## src/rtl/uart_rx_reader.sv

```systemverilog
// uart_rx_reader: AXI4-Lite read initiator that polls the uartlite status
// register, drains the RX FIFO one byte at a time into a single-entry
// valid/ready holding register, and keeps sticky line and bus error flags.
//
//   state     | meaning
//   ----------+-----------------------------------------------------------
//   ST_WAIT   | idle gap between polls; also parks while a byte is held
//   ST_STAT_AR| status register read address phase (araddr 0x8)
//   ST_STAT_R | status register read data phase
//   ST_FIFO_AR| RX FIFO read address phase (araddr 0x0)
//   ST_FIFO_R | RX FIFO read data phase
module uart_rx_reader #(
  parameter int unsigned POLL_GAP = 16
) (
  input  logic        clk,
  input  logic        rst,
  output logic [3:0]  araddr,
  output logic        arvalid,
  input  logic        arready,
  input  logic [31:0] rdata,
  input  logic [1:0]  rresp,
  input  logic        rvalid,
  output logic        rready,
  output logic [7:0]  data,
  output logic        valid,
  input  logic        ready,
  output logic        overrun_err,
  output logic        frame_err,
  output logic        parity_err,
  output logic        bus_err,
  input  logic        err_clr
);

  localparam int CW = (POLL_GAP == 0) ? 1 : $clog2(POLL_GAP + 1);
  localparam logic [CW-1:0] GAP_LOAD = CW'(POLL_GAP);
  localparam logic [1:0] RESP_OKAY = 2'b00;

  typedef enum logic [2:0] {
    ST_WAIT    = 3'd0,
    ST_STAT_AR = 3'd1,
    ST_STAT_R  = 3'd2,
    ST_FIFO_AR = 3'd3,
    ST_FIFO_R  = 3'd4
  } state_t;

  state_t        state, next;
  logic [CW-1:0] gap_cnt;
  logic          stat_ok;
  logic          fifo_load;
  logic          bus_set;
  logic          unused_rdata;

  assign unused_rdata = ^rdata[31:8];

  // State register.
  always_ff @(posedge clk) begin
    if (rst) state <= ST_WAIT;
    else     state <= next;
  end

  // Next-state, response decode and AXI outputs decoded from state.
  always_comb begin
    next      = state;
    stat_ok   = 1'b0;
    fifo_load = 1'b0;
    bus_set   = 1'b0;
    arvalid   = (state == ST_STAT_AR) || (state == ST_FIFO_AR);
    rready    = (state == ST_STAT_R) || (state == ST_FIFO_R);
    araddr    = ((state == ST_FIFO_AR) || (state == ST_FIFO_R)) ? 4'h0 : 4'h8;
    unique case (state)
      ST_WAIT: begin
        if ((gap_cnt == '0) && !valid) next = ST_STAT_AR;
      end
      ST_STAT_AR: begin
        if (arready) next = ST_STAT_R;
      end
      ST_STAT_R: begin
        if (rvalid) begin
          if (rresp != RESP_OKAY) begin
            bus_set = 1'b1;
            next    = ST_WAIT;
          end else begin
            stat_ok = 1'b1;
            next    = rdata[0] ? ST_FIFO_AR : ST_WAIT;
          end
        end
      end
      ST_FIFO_AR: begin
        if (arready) next = ST_FIFO_R;
      end
      ST_FIFO_R: begin
        if (rvalid) begin
          if (rresp != RESP_OKAY) bus_set   = 1'b1;
          else                    fifo_load = 1'b1;
          next = ST_WAIT;
        end
      end
      default: next = ST_WAIT;
    endcase
  end

  // Poll gap timer: reload on every entry to WAIT, count down to zero and hold.
  // The count is frozen while a byte is held so the full gap always follows
  // the consumer taking the byte.
  always_ff @(posedge clk) begin
    if (rst) begin
      gap_cnt <= GAP_LOAD;
    end else if ((state != ST_WAIT) && (next == ST_WAIT)) begin
      gap_cnt <= GAP_LOAD;
    end else if ((state == ST_WAIT) && (gap_cnt != '0) && !valid) begin
      gap_cnt <= gap_cnt - CW'(1);
    end
  end

  // Single-entry output holding register; data keeps its value after consume.
  always_ff @(posedge clk) begin
    if (rst) begin
      data  <= 8'h00;
      valid <= 1'b0;
    end else if (fifo_load) begin
      data  <= rdata[7:0];
      valid <= 1'b1;
    end else if (valid && ready) begin
      valid <= 1'b0;
    end
  end

  // Sticky error flags; a set in the same cycle as err_clr wins.
  always_ff @(posedge clk) begin
    if (rst) begin
      overrun_err <= 1'b0;
      frame_err   <= 1'b0;
      parity_err  <= 1'b0;
      bus_err     <= 1'b0;
    end else begin
      overrun_err <= (overrun_err & ~err_clr) | (stat_ok & rdata[5]);
      frame_err   <= (frame_err   & ~err_clr) | (stat_ok & rdata[6]);
      parity_err  <= (parity_err  & ~err_clr) | (stat_ok & rdata[7]);
      bus_err     <= (bus_err     & ~err_clr) | bus_set;
    end
  end

endmodule

```

## config.mk

```make
export PLATFORM = sky130hd
export DESIGN_NAME = uart_rx_reader
export DESIGN_NICKNAME = d
export VERILOG_FILES = /design/src/rtl/uart_rx_reader.sv
export SDC_FILE = /design/constraint.sdc
export NUM_CORES = 1
export LEC_CHECK = 0
export CORE_MARGIN = 2
export CORE_UTILIZATION = 37
export CTS_CLUSTER_SIZE = 8
export DETAILED_ROUTE_END_ITERATION = 12
export PLACE_DENSITY = 0.78
export SLEW_MARGIN = 15
export SYNTH_ARGS = -nofsm -noshare
export SYNTH_HDL_FRONTEND = slang
export SYNTH_SLANG_ARGS = --single-unit
```

## constraint.sdc

```tcl
create_clock -name clk -period 2.4 [get_ports clk]
set_clock_uncertainty 0.15 [all_clocks]
set_input_delay 0.48 -clock clk [delete_from_list [all_inputs] [get_ports clk]]
set_output_delay 0.48 -clock clk [all_outputs]
set_load 0.005 [all_outputs]
```

==> flow_metrics.env <==
export IMPL_drc=0
export IMPL_grt_util_met3_pct=5.07
export IMPL_cts_root_buf="clkbuf_4"
export IMPL_ant_nets=0
export IMPL_synth_edff_count=0
export IMPL_power_density_mw_per_mm2=646
export IMPL_fin_nets=185
export IMPL_finalHoldViolCount=0
export IMPL_synth_seq_cells=21
export IMPL_vias=904
export IMPL_period_needed_ns=2.29
export IMPL_ios=59
export IMPL_post_route_period_util_pct=95.3
export IMPL_maxCapViolCount=0
export IMPL_p_sw_share_pct=32.1
export IMPL_drt_iter0_drc=20
export IMPL_start_util_pct=39.8
export IMPL_vdd_drop_max_mv=0.379
export IMPL_wire_per_inst_um=13.2
export IMPL_synth_top_family_by_area="simple AND/OR/NAND/NOR gates"
export IMPL_reg2reg_depth=6
export IMPL_cts_tree="done"
export IMPL_async_flop_share_pct=0
export IMPL_multi_input_area_um2=520
export IMPL_setup_viol=0
export IMPL_row_count=18
export IMPL_synth_top_area_share_pct=41.5
export IMPL_crit_required_ns=1.77
export IMPL_status="finished, final reports clean"
export IMPL_dp_hpwl_um=1750
export IMPL_synthXorXnorAreaFrac_pct=4.33
export IMPL_arrival_ns=1.66
export IMPL_viasPerCell=5.26
export IMPL_grt_util_met1_pct=19.1
export IMPL_intPower_mw=0.602
export IMPL_slew_viol_final=0
export IMPL_die_area_mm2=0.00317
export IMPL_antennaDiodeCount=0
export IMPL_area_growth_pct=35.5
export IMPL_synth_simple_area_share_pct=23.0
export IMPL_die_w_um=56.3
export IMPL_synth_area_leader_cell="dfxtp_1"
export IMPL_post_synth_top_count_cell="dfxtp_1"
export IMPL_power_switching_mw=0.285
export IMPL_hold_path_class="reg -> reg"
export IMPL_grt_met2_usage_pct=25.0
export IMPL_grt_usage_pct=15.5
export IMPL_core_area_mm2=0.00254
export IMPL_p_clk_share_pct=19.2
export IMPL_synthFlopType="dfxtp_1"
export IMPL_seq_area_frac_synth_pct=41.5
export IMPL_cts_setup_buffers=0
export IMPL_p_total_mw=0.886
export IMPL_clock_path_buffers=2
export IMPL_synth_distinct_cells=39
export IMPL_worstSetupPathType="reg -> out"
export IMPL_end_kind="primary output"
export IMPL_n_fill_cell=234
export IMPL_die_y_um=56.3
export IMPL_synth_commonest_cells="21 x dfxtp_1, 17 x nor2_1, 8 x mux2i_1, 6 x a21oi_1, 6 x inv_1"
export IMPL_drt_wl_total_um=2270
export IMPL_avgSynthCellArea_um2=9.20
export IMPL_cts_sinks=21
export IMPL_ys_warn_count=0
export IMPL_synth_top_cells_by_area="dfxtp_1 42%, mux2i_1 7.9%, nor2_1 6.3%"
export IMPL_worst_path_max_fanout=10
export IMPL_p_leak_nw=0.598
export IMPL_antenna_found_initial=0
export IMPL_fmax_mhz=437
export IMPL_cts_made_buffers=3
export IMPL_routabilityCongestion=0.866
export IMPL_clk_latency_ns=0.30
export IMPL_synth_compound_area_share_pct=12.6
export IMPL_start_kind="flop"
export IMPL_synth_cell_area_mm2=0.00101
export IMPL_setup_tns_final_ns=0
export IMPL_overflow=0
export IMPL_htreeDepth=1
export IMPL_busiest_layer="met2"
export IMPL_seq_area_um2=423
export IMPL_min_path_cells=2
export IMPL_power_frac_comb_pct=33.3
export IMPL_firstDrtPassIters=4
export IMPL_syn_inst=110
export IMPL_grt_max_degree=14
export IMPL_rsz0062_at_grt="false"
export IMPL_final_layout_size_suffix_gt1_share_pct=12.7
export IMPL_r2r_slack_ns=0.43
export IMPL_p_seq_share_pct=47.5
export IMPL_clk_pin_slew_ns=0.12
export IMPL_synth_fa_ha_area_share_pct=2.47
export IMPL_synth_mux_area_fraction_pct=7.91
export IMPL_io_buffer_count=31
export IMPL_grt_pass1_vias=934
export IMPL_grt_first_pass_wirelength_um=4020
==> cells in the final DEF, fill, tap and decap left out, drive strengths merged, types with 2 or more instances in the layout <==
cell,synthesis,routed
nor2,17,17
nand2,3,3
dfxtp,21,21
clkdlybuf4s50,0,31
a21oi,6,6
conb,1,3
nand3,4,4
clkbuf,1,3
buf,8,4
ha,2,2
nand4,2,2
xor2,2,2
xnor2,3,3
inv,6,6
nand2b,2,2
a22oi,4,4
mux2i,8,8
==> cell type report <==
class,instances,area share [%]
inverters,6,1.64
clock buffers,3,1.64
flip-flops and latches,21,30.8
well taps,30,2.74
clock inverters,1,0.365
multi-input cells,76,38.0
repair buffers,35,24.8
==> power groups by stage <==
stage	clock, mW	sequential (mW)	combinational, mW
after floorplan	0	0.413	0.226
after global routing	0.189	0.425	0.330
after CTS	0.178	0.419	0.296
final	0.170	0.421	0.295
after detailed placement	0	0.426	0.290
after global placement	0	0.425	0.270
==> routing by layer <==
| metal | vias to the layer above | part of all wire [%] |
|---|---|---|
| li1 | 440 | - |
| met1 | 429 | 44 |
| met2 | 33 | 48 |
| met3 | 2 | 7.2 |
| met4 | 0 | 0.66 |
| met5 | - | 0 |
==> cells by family after synthesis <==
group / Yosys count
compound gates: 17
mux: 8
simple gates: 41
xor+xnor: 5
fa+ha+maj: 2
flops: 21
buf+inv: 15
other cells: 1
==> registers in the layout (all words and copies together) (netlist names) <==
signal / cells
frame_err: 1
data: 8
parity_err: 1
overrun_err: 1
bus_err: 1
valid: 1
state: 3
gap_cnt: 5
==> critical path, stage by stage (launching register included) <==
cell             delay (ns)
dfxtp_2                0.39
and2b_1                0.22
a22oi_1                0.21
clkdlybuf4s50_1        0.53
==> timing repair <==
| item | CTS | global route |
|---|---|---|
| endpoints found under the hold margin | 0 | 0 |
| setup endpoints to repair | 0 | 1 |
| hold buffers | 0 | 0 |
| resized for setup | 0 | 2 |
==> path summary, 6_finish.rpt <==
kind         startpoint    endpoint
max            state[0]   araddr[3]
min             data[5]     data[5]
max reg2reg  gap_cnt[0]  gap_cnt[4]
min reg2reg     data[5]     data[5]
==> per-stage QoR <==
step / hold slack, ns / util, % / cells / worst slack [ns] / instance area, um^2
after floorplan: 0.335 / - / 112 / 0.599 / 1020
after global placement: 0.327 / 52.7 / 168 / 0.121 / 1340
after detailed placement: 0.345 / 52.7 / 168 / 0.0947 / 1340
after CTS: 0.373 / 53.8 / 172 / 0.0146 / 1370
after global routing: 0.411 / 53.9 / 172 / 0.0501 / 1370
final: 0.366 / 53.9 / 172 / 0.112 / 1370
Note: power is estimated with default switching activity, not from simulation.
